`src/rtl/load_unit.sv`:
```
`default_nettype none
// ============================================================================
// Module      : load_unit
// Description : Load-side responder for the data RAM. Accepts byte/half/word
//               loads, issues a synchronous word read, merges a same-cycle
//               store to the same word, extracts and extends the addressed
//               lane, and returns the result through a valid/ready handshake
//               backed by a one-entry hold buffer.
// Revision    : 1.0 - initial release
// ============================================================================
module load_unit #(
    parameter  int ADDR_WORDS = 2048,
    localparam int IW         = $clog2(ADDR_WORDS)
) (
    input  logic          clock,
    input  logic          reset,
    // Load request from the MEM stage
    input  logic          req_valid_i,
    output logic          req_ready_o,
    input  logic [31:0]   req_addr_i,
    input  logic [1:0]    req_size_i,
    input  logic          req_signed_i,
    // Data RAM read port
    output logic          mem_rd_en_o,
    output logic [IW-1:0] mem_rd_addr_o,
    input  logic [31:0]   mem_rd_data_i,
    // Store commit snoop
    input  logic          st_en_i,
    input  logic [IW-1:0] st_word_i,
    input  logic [3:0]    st_be_i,
    input  logic [31:0]   st_data_i,
    // Load response
    output logic          resp_valid_o,
    input  logic          resp_ready_i,
    output logic [31:0]   resp_data_o,
    output logic          resp_err_o
);

    localparam logic [1:0]  SIZE_BYTE  = 2'b01;
    localparam logic [1:0]  SIZE_HALF  = 2'b10;
    localparam logic [1:0]  SIZE_WORD  = 2'b11;
    localparam logic [31:0] WORD_LIMIT = 32'(ADDR_WORDS);

    // S1 stage: one cycle behind the accepted request, aligned with RAM data
    logic          s1_valid_q, s1_valid_d;
    logic          s1_err_q,   s1_err_d;
    logic [1:0]    s1_size_q,  s1_size_d;
    logic          s1_signed_q, s1_signed_d;
    logic [1:0]    s1_lane_q,  s1_lane_d;
    logic          s1_byp_q,   s1_byp_d;
    logic [3:0]    s1_be_q,    s1_be_d;
    logic [31:0]   s1_sdata_q, s1_sdata_d;

    // Hold buffer: parks a formatted result while the consumer stalls
    logic          hold_valid_q, hold_valid_d;
    logic [31:0]   hold_data_q,  hold_data_d;
    logic          hold_err_q,   hold_err_d;

    logic [IW-1:0] req_word;
    logic          req_err;
    logic          accept;
    logic [31:0]   merged_word;
    logic [31:0]   fmt_data;
    logic          capture;

    assign req_word = req_addr_i[IW+1:2];

    // Classify the incoming request: illegal size, misalignment or range
    always_comb begin
        req_err = 1'b0;
        if (req_size_i == 2'b00)
            req_err = 1'b1;
        if (req_size_i == SIZE_HALF && req_addr_i[0])
            req_err = 1'b1;
        if (req_size_i == SIZE_WORD && req_addr_i[1:0] != 2'b00)
            req_err = 1'b1;
        if ({2'b00, req_addr_i[31:2]} >= WORD_LIMIT)
            req_err = 1'b1;
    end

    // A pending S1 result that cannot leave this cycle blocks new requests,
    // as does a full hold buffer; S1 and hold are therefore never both full.
    assign req_ready_o   = !reset && !hold_valid_q && !(s1_valid_q && !resp_ready_i);
    assign accept        = req_valid_i && req_ready_o;
    assign mem_rd_en_o   = accept && !req_err;
    assign mem_rd_addr_o = req_word;

    // RAM data reflects the word before the store at that edge, so overlay
    // the bytes the same-cycle store wrote, then extract and extend the lane
    always_comb begin
        merged_word = mem_rd_data_i;
        for (int i = 0; i < 4; i++) begin
            if (s1_byp_q && s1_be_q[i])
                merged_word[8*i +: 8] = s1_sdata_q[8*i +: 8];
        end
        fmt_data = 32'h0;
        case (s1_size_q)
            SIZE_BYTE: fmt_data = {{24{s1_signed_q && merged_word[8*s1_lane_q + 7]}},
                                   merged_word[8*s1_lane_q +: 8]};
            SIZE_HALF: fmt_data = {{16{s1_signed_q && merged_word[16*s1_lane_q[1] + 15]}},
                                   merged_word[16*s1_lane_q[1] +: 16]};
            SIZE_WORD: fmt_data = merged_word;
            default:   fmt_data = 32'h0;
        endcase
        if (s1_err_q)
            fmt_data = 32'h0;
    end

    // Next-state for S1 and hold; S1 always empties unless refilled, since
    // its result either goes to the consumer or into hold this cycle
    always_comb begin
        capture      = s1_valid_q && !hold_valid_q && !resp_ready_i;
        s1_valid_d   = accept;
        s1_err_d     = req_err;
        s1_size_d    = req_size_i;
        s1_signed_d  = req_signed_i;
        s1_lane_d    = req_addr_i[1:0];
        s1_byp_d     = st_en_i && (st_word_i == req_word) && !req_err;
        s1_be_d      = st_be_i;
        s1_sdata_d   = st_data_i;
        hold_valid_d = hold_valid_q;
        hold_data_d  = hold_data_q;
        hold_err_d   = hold_err_q;
        if (capture) begin
            hold_valid_d = 1'b1;
            hold_data_d  = fmt_data;
            hold_err_d   = s1_err_q;
        end else if (hold_valid_q && resp_ready_i) begin
            hold_valid_d = 1'b0;
        end
    end

    // Pipeline and hold registers; reset discards any in-flight result
    always_ff @(posedge clock) begin
        if (reset) begin
            s1_valid_q   <= 1'b0;
            s1_err_q     <= 1'b0;
            s1_size_q    <= 2'b00;
            s1_signed_q  <= 1'b0;
            s1_lane_q    <= 2'b00;
            s1_byp_q     <= 1'b0;
            s1_be_q      <= 4'h0;
            s1_sdata_q   <= 32'h0;
            hold_valid_q <= 1'b0;
            hold_data_q  <= 32'h0;
            hold_err_q   <= 1'b0;
        end else begin
            s1_valid_q   <= s1_valid_d;
            s1_err_q     <= s1_err_d;
            s1_size_q    <= s1_size_d;
            s1_signed_q  <= s1_signed_d;
            s1_lane_q    <= s1_lane_d;
            s1_byp_q     <= s1_byp_d;
            s1_be_q      <= s1_be_d;
            s1_sdata_q   <= s1_sdata_d;
            hold_valid_q <= hold_valid_d;
            hold_data_q  <= hold_data_d;
            hold_err_q   <= hold_err_d;
        end
    end

    // Response mux: hold has priority; everything reads as zero in reset
    always_comb begin
        resp_valid_o = 1'b0;
        resp_data_o  = 32'h0;
        resp_err_o   = 1'b0;
        if (!reset) begin
            if (hold_valid_q) begin
                resp_valid_o = 1'b1;
                resp_data_o  = hold_data_q;
                resp_err_o   = hold_err_q;
            end else if (s1_valid_q) begin
                resp_valid_o = 1'b1;
                resp_data_o  = fmt_data;
                resp_err_o   = s1_err_q;
            end
        end
    end

endmodule
`default_nettype wire

```
`config.mk`:
```
export PLATFORM = sky130hd
export DESIGN_NAME = load_unit
export DESIGN_NICKNAME = d
export VERILOG_FILES = /design/src/rtl/load_unit.sv
export SDC_FILE = /design/constraint.sdc
export NUM_CORES = 1
export LEC_CHECK = 0
export CAP_MARGIN = 25
export CORE_MARGIN = 5
export CORE_UTILIZATION = 44
export DETAILED_ROUTE_END_ITERATION = 12
export GPL_TIMING_DRIVEN = 1
export PLACE_DENSITY = 0.86
export SLEW_MARGIN = 20
export SYNTH_ARGS = -nofsm -noshare
export SYNTH_HDL_FRONTEND = slang
export SYNTH_SLANG_ARGS = --single-unit
export TNS_END_PERCENT = 1
```
`constraint.sdc`:
```
create_clock -name clock -period 3.61 [get_ports clock]
set_input_delay 0.9025 -clock clock [delete_from_list [all_inputs] [get_ports clock]]
set_output_delay 0.9025 -clock clock [all_outputs]
set_load 0.005 [all_outputs]
```
==> flow_metrics.py, run 1 <==
metrics = {
    "status": {
        "outcome": "complete, no violations",
    },
    "layout": {
        "layout-drive-gt1-share_pct": 18.5,
        "num-nets-final": 749,
        "final_cell_mix": "clkdlybuf4s50_1, dfxtp_1, nor2b_1, nand2_1",
        "n_antenna_cell": 0,
        "fin_cells": 744,
        "syn_to_final_growth_pct": 53.6,
        "final_common_cell": "clkdlybuf4s50_1",
    },
    "yosys": {
        "ys_types": 49,
        "synthFlopType": "dfxtp_1",
        "yosys.area.top_type": "dfxtp_1",
        "ys_warn_count": 0,
        "async_reset_ff_share_pct": 0,
        "seq_area_frac_synth_pct": 38.0,
        "synth.cell_area_um2": 4110,
        "netlist.area_leader.share_pct": 38.0,
        "syn_avg_cell_area_um2": 9.14,
        "synthesis.nets": 569,
        "synth_edf_count": 0,
        "synth-seq-cells": 78,
        "synth_cells": 450,
        "netlist_top_cells_area": "dfxtp_1, a221o_1, nor2b_1",
    },
    "power_and_ir_drop": {
        "power_frac_seq_pct": 43.2,
        "swShare_pct": 22.7,
        "power_per_cell_area_nw_per_um2": 337,
        "power_frac_comb_pct": 16.6,
        "p_clk_share_pct": 40.1,
        "p_int_mw": 1.65,
        "p_sw_mw": 0.483,
        "leakagePower_nw": 2.58,
        "peakVddDrop_uv": 167,
    },
    "die": {
        "start_util_pct": 44.7,
        "die_height_um": 107,
        "ios": 166,
        "die_w_um": 107,
        "die-area_um2": 11400,
        "coreArea_um2": 9200,
        "rows": 35,
    },
    "critical_path": {
        "crit_type": "input pin to output pin",
        "cp.required_ns": 2.71,
        "crit_arrival_ns": 2.65,
        "start_kind": "input pin",
        "r2r_start": "s1_size_q[1]",
        "path_max_fanout": 4,
        "end_kind": "output pin",
        "timing.critical_path.from": "mem_rd_data_i[30]",
    },
    "global_routing": {
        "grt_pass1_wl_um": 22100,
        "grt_pass1_vias": 4380,
        "antenna_found_initial": 0,
        "grt_usage_pct": 24.5,
        "overflow": 0,
        "grt_max_degree": 61,
    },
    "sta": {
        "drv_slew": 0,
        "max_slew_margin_pct": 52.8,
        "rsz0062_at_grt": "yes",
        "finalSetupViolations": 0,
        "fmax_ghz": 0.281,
        "clock_skew_ns": 0.0135,
        "max_slew.worst_pin.slew_ns": 0.707,
        "period_minus_slack_ns": 3.56,
        "finalHoldViolCount": 0,
        "fin_crit_sh_pct": 98.5,
        "setup_tns_ns": 0,
    },
    "cts": {
        "clock_sinks": 78,
        "cts_tree": "built",
        "clk_pin_slew_ns": 0.08,
        "clock_latency_ns": 0.35,
        "postCtsHoldBufs": 0,
        "cts_root_buf": "clkbuf_8",
        "ctsHtreeMaxLevel": 3,
        "cts_buffers": 9,
        "clock_path_buffers": 2,
    },
    "place": {
        "dpl.cell_count": 712,
        "dp_hpwl_um": 10700,
        "gp_congestion": 0.891,
        "place.port_buffers": 165,
    },
    "detailed_routing": {
        "via_per_inst": 5.75,
        "dr.pass1.iters": 5,
        "drc": 0,
        "drt_iter0_markers": 226,
        "via_count": 4281,
        "ant_nets": 0,
        "avgRoutedWirePerCell_um": 19.5,
        "drt-total-wl_um": 14500,
    },
    "job": {
        "maxCapViolations": 0,
    },
    "min_path": {
        "hp-start": "hold_data_q[1]",
        "hold_path_class": "flop to flop",
    },
}
==> flip-flops by register name, indices dropped and copies added (netlist names), 2 cells and up <==
signal       cells
s1_lane_q        2
s1_sdata_q      32
hold_data_q     32
s1_be_q          4
s1_size_q        2
==> final cells by class <==
type,instances,area (µm²)
Fill cell,734,2880
Multi-Input combinational cell,330,2410
Timing Repair Buffer,207,1930
Sequential cell,78,1560
Tap cell,111,139
Clock buffer,10,138
Clock inverter,4,120
Inverter,4,15.0
==> critical path: stages <==
cell and delay (ns):
clkdlybuf4s50_1 0.39, mux2_2 0.31, o2bb2ai_1 0.14, a211oi_1 0.28
o21ai_0 0.16, clkdlybuf4s50_1 0.47
==> logic make-up (layout without fill, tap and decap cells) <==
logic type	after synthesis	count (layout)	synth area share, %
buffers and inverters	43	225	5.66
xor gates and xnor gates	11	11	2.34
AOI/OAI and AO/OA	110	111	22.1
and+or+nand+nor	167	167	21.5
DFF	78	78	38.0
muxes	41	41	10.4
==> power by group through the flow <==
stage / combinational [mW] / sequential (mW) / clock (mW)
floorplan: 0.151 / 0.929 / 0
global placement: 0.335 / 0.937 / 0
detailed placement: 0.342 / 0.939 / 0
CTS: 0.346 / 0.919 / 0.855
global route: 0.377 / 0.924 / 0.894
finish: 0.354 / 0.921 / 0.855
==> routing by layer <==
layer  share of wire, %  routed length [µm]  global-route usage, %
met1                 38                5550                   27.6
met2                 49                7160                   42.9
met3                8.8                1280                   6.80
met4                3.5                 503                   11.1
met5                  0                   0                      0
==> final timing paths <==
| path | end | slack, ns | cells after the start |
|---|---|---|---|
| max reg2reg | hold_data_q[18] | 1.15 | 8 |
| min reg2reg | hold_data_q[1] | 0.47 | 2 |
| min | hold_data_q[1] | 0.47 | 2 |
| max | resp_data_o[6] | 0.05 | 6 |
==> metrics by stage <==
stage | cell area, µm² | utilization, % | worst slack (ns) | hold WS, ns | power, mW
2_1_floorplan | 4110 | - | 0.506 | 0.425 | 1.08
3_3_place_gp | 5880 | 64.0 | -0.537 | 0.434 | 1.27
3_5_place_dp | 5880 | 64.0 | -0.598 | 0.449 | 1.28
4_1_cts | 6240 | 67.9 | -0.171 | 0.468 | 2.12
5_1_grt | 6320 | 68.7 | -0.0999 | 0.485 | 2.20
6_report | 6320 | 68.7 | 0.0536 | 0.467 | 2.13
==> what timing repair did <==
| item | 4_1_cts | 5_1_grt |
|---|---|---|
| resized for setup | 66 | 22 |
| cloned | 1 | 0 |
| buffers inserted | 11 | 4 |
| endpoints found under the setup margin | 27 | 31 |
| pin swaps | 6 | 5 |
==> cells in the mapped netlist, drive strengths merged (4+ instances only) <==
library cell / count
dfxtp: 78
nor2b: 47
nand2: 43
nor2: 37
a221o: 32
mux2i: 26
buf: 21
a21oi: 18
clkbuf: 18
a211oi: 17
o21ai: 17
mux2: 15
o22ai: 12
nand3: 9
nor4: 6
xnor2: 6
nand4: 5
xor2: 5
inv: 4
nor3: 4
Power figures use the tool's default switching activity.
==> inputs of run 2 (changes only) <==
Settings changed: CORE_MARGIN 5 to unset.
==> flow_metrics.py, run 2 (synthesis gave the netlist of run 1 again) <==
metrics = {
    "critical_path": {
        "reg2reg_setup_slack_ns": 0.30,
        "crit_type": "input pin to output pin",
        "cp.required_ns": 2.71,
        "end_kind": "output pin",
        "crit_arrival_ns": 2.68,
        "r2r_start": "s1_size_q[0]",
        "r2r_end": "hold_data_q[13]",
        "path_max_fanout": 2,
        "start_kind": "input pin",
        "rr_worst_depth": 20,
    },
    "min_path": {
        "holdPathStages": 2,
        "hp-start": "hold_data_q[1]",
        "whs_endpoint": "hold_data_q[1]",
        "hold_path_class": "flop to flop",
    },
    "sta": {
        "clock_skew_ns": 0.0165,
        "holdWs_ns": 0.467,
        "max_slew.worst_pin.slew_ns": 0.693,
        "fmax_ghz": 0.279,
        "period_minus_slack_ns": 3.58,
        "fin_ws_ns": 0.0318,
        "fin_crit_sh_pct": 99.1,
        "finalSetupViolations": 0,
        "finalHoldViolCount": 0,
        "rsz0062_at_grt": "yes",
        "max_slew_margin_pct": 53.8,
        "drv_slew": 0,
    },
    "detailed_routing": {
        "drc": 0,
        "avgRoutedWirePerCell_um": 18.6,
        "via_per_inst": 5.88,
        "drt-total-wl_um": 14000,
        "via_count": 4426,
        "dr.pass1.iters": 5,
        "ant_nets": 0,
        "drt_iter0_markers": 421,
    },
    "layout": {
        "fin_cells": 753,
        "nFillCells": 628,
        "layout-drive-gt1-share_pct": 21.4,
        "top_regs": "hold_data_q (32), s1_sdata_q (32), s1_be_q (4)",
        "syn_to_final_growth_pct": 54.8,
        "fin_util_pct": 71.6,
        "num-nets-final": 759,
        "final_common_cell": "clkdlybuf4s50_1",
        "final_cell_mix": "clkdlybuf4s50_1, dfxtp_1, nor2b_1, nand2_1, buf_4",
        "n_antenna_cell": 0,
    },
    "global_routing": {
        "antenna_found_initial": 0,
        "overflow": 0,
        "grt_pass1_vias": 4371,
        "grt_max_degree": 59,
        "grt_usage_pct": 27.7,
        "grt_pass1_wl_um": 20900,
    },
    "cts": {
        "clock_path_buffers": 2,
        "cts_buffers": 9,
        "cts_root_buf": "clkbuf_8",
        "ctsHtreeMaxLevel": 3,
        "clock_sinks": 78,
        "clk_pin_slew_ns": 0.09,
        "clock_latency_ns": 0.37,
        "cts_tree": "built",
    },
    "status": {
        "outcome": "complete, no violations",
    },
    "die": {
        "die_w_um": 98.7,
        "start_util_pct": 46.3,
        "ios": 166,
        "die-area_um2": 9740,
        "rows": 34,
        "coreArea_um2": 8890,
        "die_height_um": 98.7,
    },
    "power_and_ir_drop": {
        "peakVddDrop_uv": 202,
        "p_total_mw": 2.00,
        "leakagePower_nw": 2.60,
        "power_per_cell_area_nw_per_um2": 314,
    },
    "job": {
        "maxCapViolations": 0,
    },
    "place": {
        "dp_hpwl_um": 9790,
        "gp_congestion": 0.862,
        "place_ws_ns": -0.567,
        "dpl.cell_count": 708,
        "place.port_buffers": 165,
    },
}
[run 2: through the flow]
step           TNS, ns  area [µm²]
2_1_floorplan        0        4110
3_3_place_gp    -10.30        5870
3_5_place_dp    -12.03        5870
4_1_cts        -0.0339        6260
5_1_grt         -0.240        6370
6_report             0        6370
[run 2: how the worst max path moves through the flow]
stage | cells past startpoint | endpoint | startpoint | slack, ns
after global placement | 7 | resp_data_o[27] | mem_rd_data_i[15] | -0.49
after floorplan | 6 | resp_data_o[21] | mem_rd_data_i[15] | 0.51
after detailed placement | 7 | resp_data_o[26] | mem_rd_data_i[15] | -0.57
after CTS | 9 | resp_data_o[26] | mem_rd_data_i[31] | -0.02
after global routing | 7 | mem_rd_en_o | req_addr_i[14] | -0.07
final | 7 | mem_rd_en_o | req_addr_i[14] | 0.03
[run 2: repair_timing]
action                     4_1_cts  5_1_grt
gates resized for setup         80       27
gates cloned                     1        0
hold buffers                     0        0
buffers inserted                24        3
pin swaps                        7        6
setup endpoints to repair       26       28
[run 2: report_power, final]
part / switching [mW] / internal (mW) / leakage, nW
logic: 0.148 / 0.218 / 1.85
clock network: 0.375 / 0.338 / 0.109
registers: 0.0245 / 0.896 / 0.643
[run 2: per-layer routing]
layer | share of wire (%) | track usage [%] | up-vias
met5 | 0 | 0 | -
met4 | 3.9 | 16.0 | 0
met3 | 8.7 | 5.60 | 60
met2 | 50 | 48.5 | 291
met1 | 37 | 31.4 | 2059
li1 | - | - | 2016
[run 2: area by class of cell]
class | instances | area, µm² | share of cell area (%)
clock buffers | 9 | 124 | 1.94
flip-flops and latches | 78 | 1560 | 24.6
well taps | 108 | 135 | 2.12
clock inverters | 7 | 87.6 | 1.38
inverters | 4 | 15.0 | 0.236
repair buffers | 217 | 2020 | 31.7
multi-input cells | 330 | 2430 | 38.1
[run 2: worst max-delay path, cell delays in order]
cell	delay, ns
clkdlybuf4s50_1	0.41
nor4_2	0.33
nand4_1	0.14
nor4_2	0.15
nand2_1	0.12
nor2_1	0.11
clkdlybuf4s50_1	0.51
